$ cat src/rtl/ff_bank.sv
// Purpose : bank of WIDTH flip-flops sharing one clock, run-time selectable SR/JK/D/T behaviour.
// Latency : q updates one cycle after the sampling edge; qc is combinational from q.
// Backpr. : none; en=0 freezes the bank (q and illegal_cnt hold, pulses drop to 0).
//
// Ports:
//   clk         rising-edge clock for all state
//   rst         synchronous, active-high reset (overrides every other input)
//   en          clock enable
//   mode        00=SR, 01=JK, 10=D, 11=T
//   a           per-bit S / J / D / T input
//   b           per-bit R / K input (unused in D and T modes)
//   q           registered flip-flop state
//   qc          ~q, combinational
//   changed     one-cycle pulse: q moved at the previous non-reset edge
//   illegal     one-cycle pulse: previous enabled SR edge had a&b on some bit
//   illegal_cnt saturating count of illegal edges
module ff_bank #(
    parameter int                 WIDTH   = 8,
    parameter int                 CNT_W   = 4,
    parameter logic [WIDTH-1:0]   RST_VAL = '0
) (
    input  logic             clk,
    input  logic             rst,
    input  logic             en,
    input  logic [1:0]       mode,
    input  logic [WIDTH-1:0] a,
    input  logic [WIDTH-1:0] b,
    output logic [WIDTH-1:0] q,
    output logic [WIDTH-1:0] qc,
    output logic             changed,
    output logic             illegal,
    output logic [CNT_W-1:0] illegal_cnt
);

    typedef enum logic [1:0] {
        MODE_SR = 2'b00,
        MODE_JK = 2'b01,
        MODE_D  = 2'b10,
        MODE_T  = 2'b11
    } mode_e;

    localparam logic [CNT_W-1:0] CNT_MAX = {CNT_W{1'b1}};

    mode_e            mode_s;

    logic [WIDTH-1:0] q_q,           q_d;
    logic             changed_q,     changed_d;
    logic             illegal_q,     illegal_d;
    logic [CNT_W-1:0] cnt_q,         cnt_d;

    // Characteristic next state for an enabled edge, before reset/enable gating.
    logic [WIDTH-1:0] q_next;
    logic [WIDTH-1:0] forbid_bits;

    assign mode_s = mode_e'(mode);

    // Per-bit characteristic equations, written as whole-bank bitwise logic.
    always_comb begin
        q_next      = q_q;
        forbid_bits = '0;
        unique case (mode_s)
            MODE_SR: begin
                // Set where a&~b, clear where ~a&b; a==b (00 hold, 11 forbidden) keeps q.
                q_next      = (q_q & ~(a ^ b)) | (a & ~b);
                forbid_bits = a & b;
            end
            MODE_JK: begin
                // Q+ = J&~Q | ~K&Q : 00 hold, 01 clear, 10 set, 11 toggle.
                q_next = (a & ~q_q) | (~b & q_q);
            end
            MODE_D: begin
                q_next = a;
            end
            MODE_T: begin
                q_next = q_q ^ a;
            end
            default: begin
                q_next = q_q;
            end
        endcase
    end

    // Gating by reset and enable; status pulses are derived here so the
    // sequential block is a plain register bank.
    always_comb begin
        q_d       = q_q;
        changed_d = 1'b0;
        illegal_d = 1'b0;
        cnt_d     = cnt_q;
        if (rst) begin
            // Reset edges never report a change even though q may move.
            q_d       = RST_VAL;
            changed_d = 1'b0;
            illegal_d = 1'b0;
            cnt_d     = '0;
        end else if (en) begin
            q_d       = q_next;
            changed_d = (q_next != q_q);
            // One count per illegal edge, no matter how many bits collided.
            illegal_d = |forbid_bits;
            if (illegal_d && (cnt_q != CNT_MAX)) begin
                cnt_d = cnt_q + 1'b1;
            end
        end
    end

    always_ff @(posedge clk) begin
        q_q       <= q_d;
        changed_q <= changed_d;
        illegal_q <= illegal_d;
        cnt_q     <= cnt_d;
    end

    assign q           = q_q;
    assign qc          = ~q_q;
    assign changed     = changed_q;
    assign illegal     = illegal_q;
    assign illegal_cnt = cnt_q;

endmodule
$ cat config.mk
export PLATFORM = sky130hd
export DESIGN_NAME = ff_bank
export DESIGN_NICKNAME = d
export VERILOG_FILES = /design/src/rtl/ff_bank.sv
export SDC_FILE = /design/constraint.sdc
export NUM_CORES = 1
export LEC_CHECK = 0
export CAP_MARGIN = 5
export CORE_MARGIN = 4
export CORE_UTILIZATION = 44
export DETAILED_ROUTE_END_ITERATION = 10
export PLACE_DENSITY = 0.81
export SYNTH_ARGS = -nofsm -noshare
export SYNTH_HDL_FRONTEND = slang
export SYNTH_SLANG_ARGS = --single-unit
export TNS_END_PERCENT = 20
$ cat constraint.sdc
create_clock -name clk -period 5.2 [get_ports clk]
set_input_delay 0.78 -clock clk [delete_from_list [all_inputs] [get_ports clk]]
set_output_delay 0.78 -clock clk [all_outputs]
set_load 0.005 [all_outputs]
# --- Yosys cells after proc, flatten, opt, wreduce, memory -nomap -nowiden ---
# Cells that the tools add are included.
word_totals:
  regBits: 14
  input_bits: 21
  out_inout_bits: 22
  word_cells: 30
classes:
  n_addsub: 1
  n_eq_ne: 5
  mux: 2
  bitwise_logic: 13
  n_reduce_logical: 5
ops:
  columns: ["op", "count"]
  rows:
  - ["$and A8 B8 Y8", 5]
  - ["$pmux W8 S4", 1]
  - ["$not A8 Y8", 3]
  - ["$or A8 B8 Y8", 2]
  - ["$xor A8 B8 Y8", 2]
  - ["$mux W8", 1]
  - ["$ne A8 B8 Y1", 1]
  - ["$reduce_or A8 Y1", 1]
  - ["$add A4 B1 Y4 const B", 1]
  - ["$eq A2 B2 Y1 const B", 2]
  - ["$ne A4 B4 Y1 const B", 1]
  - ["$eq A2 B1 Y1 const B", 1]
  - ["$logic_not A2 Y1", 1]
  - ["$reduce_and A2 Y1", 1]
  - ["$reduce_or A2 Y1", 1]
  - ["$logic_and A1 B1 Y1", 1]
  - ["$not A1 Y1", 1]

# --- Depth between registers and ports, before layout ---
depth:
  word_depth: 6
  mapped_depth: 7
  mapped_depth_nobuf: 7

# --- Least setup slack after synthesis ---
# No wires, ideal clock.
synth_timing:
  path_type: "in2reg"
  from: "input b[5]"
  to: "register changed_q, in the netlist changed"
  setup_time_ns: 0.134
  arrival_ns: 2.028
  required_ns: 5.066
  slack_ns: 3.039
  path_stages: 7
  n_path_buf: 0
  cell_sequence: "inv_1 > ha_1 > o21ba_1 > a2111oi_1 > a31oi_1 > a2111oi_2 > a31oi_1"
synth_between:
  elab_chain_len: 6
  elab_cells_between_ends: 10
  classes_between: "eq/ne (1); mux (1); bitwise (8)"
synth_lines:
  columns: ["element", "line", "source"]
  rows:
  - ["from (decl)", "27", "input logic [WIDTH-1:0] b,"]
  - ["$xor A8 B8 Y8", "64", "q_next = (q_q & ~(a ^ b)) | (a & ~b);"]
  - ["$not A8 Y8", "64", null]
  - ["$and A8 B8 Y8", "64", null]
  - ["$or A8 B8 Y8", "64", null]
  - ["$pmux W8 S4 (*)", "61", "unique case (mode_s)"]
  - ["$ne A8 B8 Y1 (*)", "98", "changed_d = (q_next != q_q);"]
  - ["to (signal assigned)", "109", "changed_q <= changed_d;"]
  - ["to (decl)", "47", "logic changed_q, changed_d;"]
# Mark *: on every way between the ends. The rest lies on a longest branch, timed or not.
# A chain may end at the register's enable or synchronous reset.

# --- Worst setup path after layout ---
layout_timing:
  from: "input a[5]"
  to: "register changed_q, in the netlist changed"
layout_between:
  elab_chain_len: 6
  elab_cells_between_ends: 10
  classes_between: "eq/ne (1); mux (1); bitwise (8)"
layout_lines:
  columns: ["element", "line", "source"]
  rows:
  - ["from (decl)", "26", "input logic [WIDTH-1:0] a,"]
  - ["$xor A8 B8 Y8", "64", null]
  - ["$not A8 Y8", "64", null]
  - ["$and A8 B8 Y8", "64", null]
  - ["$or A8 B8 Y8", "64", null]
  - ["$pmux W8 S4 (*)", "61", null]
  - ["$ne A8 B8 Y1 (*)", "98", null]
# Marked as above.

==> run metrics <==
Core ar.=0.00366 mm²; # port buffers=42; Mean Syn Cell Area=7.56 µm²; Initial DRC Count=82; grt ovf=0; routed wire length=between 4 and 5 mm; top cells by count, synth=19 x inv_1, 17 x ha_1, 15 x o21ai_0; Final Wtd Congestion=0.860; Routed Antenna Nets=0; number of flops mapped to enable cells by yosys=0; Detailed Place HPWL=between 2 and 3 mm; Area Overhead vs Synth=27.1%; Setup crit end kind=flip-flop; final hold violation count=0; Critical-path top delay cell=clkdlybuf4s50_1; clock tree root buffer cell=clkbuf_8; RSZ-0062 raised after global routing=no; CTS tree=done; most used cell, CP=a31oi_1; die area=0.00481 mm²; async set or reset register ratio after synthesis=0%; Synth area leader=dfxtp_1; register area=280 µm²; Worst EP required=5.33 ns; Post-CTS Setup Inserts=0; static leakage=0.827 nW; status=finished, final reports clean; total CTS buffers=3; vias in the first global route=1438; CTS max path bufs=2; Slew HR=54.4%; post-route cell area=0.00211 mm²; Warnings, synthesis=0; worst vdd ir=136 µV; initial antenna violation count=0; layout cells sized above 1=roughly 4.4%; die height=69.4 µm; Tot GR Track Use=16.2%; initial core utilization=~45%; share of the synthesized area in the top cell type=16.9%; synth top area cells=dfxtp_1 17%, ha_1 13%, nand2b_1 5.3%; hold-fix buffers at CTS=0; cells along the critical path=clkdlybuf4s50_1 -> ha_1 -> o21ba_1 -> a2111oi_1 -> a31oi_1 -> a2111oi_2 -> a31oi_1; clock sinks=14; Syn Inst Count=219; crit path DAT=2.69 ns; CP max FO=8; count leader, synth=inv_1; die width=69.4 µm; diodes inserted=0; critical path type=primary input to flip-flop; path type of the worst min-delay path=flip-flop to flip-flop; row cnt=22; DRC=0; sequential share of the synthesized area=between 10% and 20%; # nets final=289; Synth Flop Type=dfxtp_1; H-Tree Depth=1; WL/cell=13.8 µm; Worst Clk Skew=0.00765 ns; setup TNS=0 ns; Worst setup SP type=primary input; Largest stage delay, worst path=between 0.5 and 0.6 ns; Mapped Nets=257; Yosys reg bits=14; period utilization=49.2%; Vias/cell=approximately 5.8; area of the multi-input gates=0.00120 mm²; via count=1733; synth unique cells=52; Reg clk slew, reported paths=0.07 ns; Mapped Area=~0.0017 mm²; Max-Cap Viols=0; I/O Pins=43; Worst Max-Slew Pin Slew=0.682 ns; pwr/cell area=179 mW/mm²; clock latency on the worst-skew pair=approximately 0.25 ns; Post-DP Area=about 0.002 mm²; drt first pass iters=4; Final min period=2.56 ns; Final Setup Violations=0; fill count=345; Fmax achieved=0.391 GHz; first-pass GRT wire length=6.62 mm; Post-CTS Resized=0; final slew viol count=0; largest net degree at the start of global routing=53
[registers in the layout, indices dropped and copies added (netlist names)]
| register | cells |
|---|---|
| illegal_cnt | 4 |
| q | 8 |
| changed | 1 |
| illegal | 1 |
[final cells by class]
type / instances / share of cell area (%)
well taps: 48 / 2.85
multi-input cells: 169 / 57.2
flip-flops and latches: 14 / 13.3
clock buffers: 4 / 2.61
repair buffers: 44 / 20.7
inverters: 19 / 3.39
[worst paths after layout]
kind	slack [ns]	to	from	cells after the start
min	0.50	illegal_cnt[3]	illegal_cnt[3]	2
min reg2reg	0.50	illegal_cnt[3]	illegal_cnt[3]	2
max	2.64	changed	a[5]	7
max reg2reg	3.52	changed	q[5]	5
[critical path: cells and delay by family]
family / cells / cell delay [ns]
AO/OA/AOI/OAI: 5 / 1.08
buffers and inverters: 1 / 0.53
adder cells (fa/ha/maj): 1 / 0.31
[per-layer routing]
metal | wire (µm) | vias up | GRT usage, %
li1 | - | 877 | -
met1 | 1920 | 796 | 22.4
met2 | 1880 | 56 | 24.5
met3 | 279 | 4 | 4.93
met4 | 33 | 0 | 3.90
met5 | 0 | - | 0
[cells by family after synthesis]
family                     after synthesis  synth area share, %
muxes                                    5                 3.10
AOI/OAI and AO/OA                       81                 34.7
DFF                                     14                 16.9
buffers and inverters                   36                 10.4
and+or+nand+nor                         65                 21.5
xor gates and xnor gates                 1                0.529
adders and majority gates               17                 12.8
[cell usage in the layout (no fill, tap or decap), types with 5 or more instances in the layout]
| cell | n |
|---|---|
| nand2b_1 | 14 |
| a211oi_1 | 6 |
| dfxtp_1 | 14 |
| a211o_1 | 6 |
| clkdlybuf4s50_1 | 42 |
| nand3_1 | 5 |
| nand2_1 | 11 |
| o21ai_0 | 15 |
| a21oi_1 | 13 |
| nor2_1 | 14 |
| o211ai_1 | 10 |
| ha_1 | 17 |
| inv_1 | 19 |
[power by group]
group	leakage, nW	internal [mW]	total, mW	switching [mW]
combinational	0.683	0.0733	0.139	0.0656
sequential	0.115	0.114	0.125	0.0118
clock	0.0288	0.0672	0.112	0.0446
total	0.827	0.254	0.376	0.122
[metrics by stage]
step           setup WS (ns)  hold WS, ns  power, mW  utilization, %  std cells
2_1_floorplan           3.04        0.487      0.210               -        219
3_3_place_gp            2.41        0.487      0.263            56.0        294
3_5_place_dp            2.35        0.499      0.266            56.0        294
4_1_cts                 2.62        0.507      0.379            57.5        298
5_1_grt                 2.46        0.539      0.400            57.5        298
6_report                2.64        0.504      0.376            57.5        298
Power figures use the tool's default switching activity.
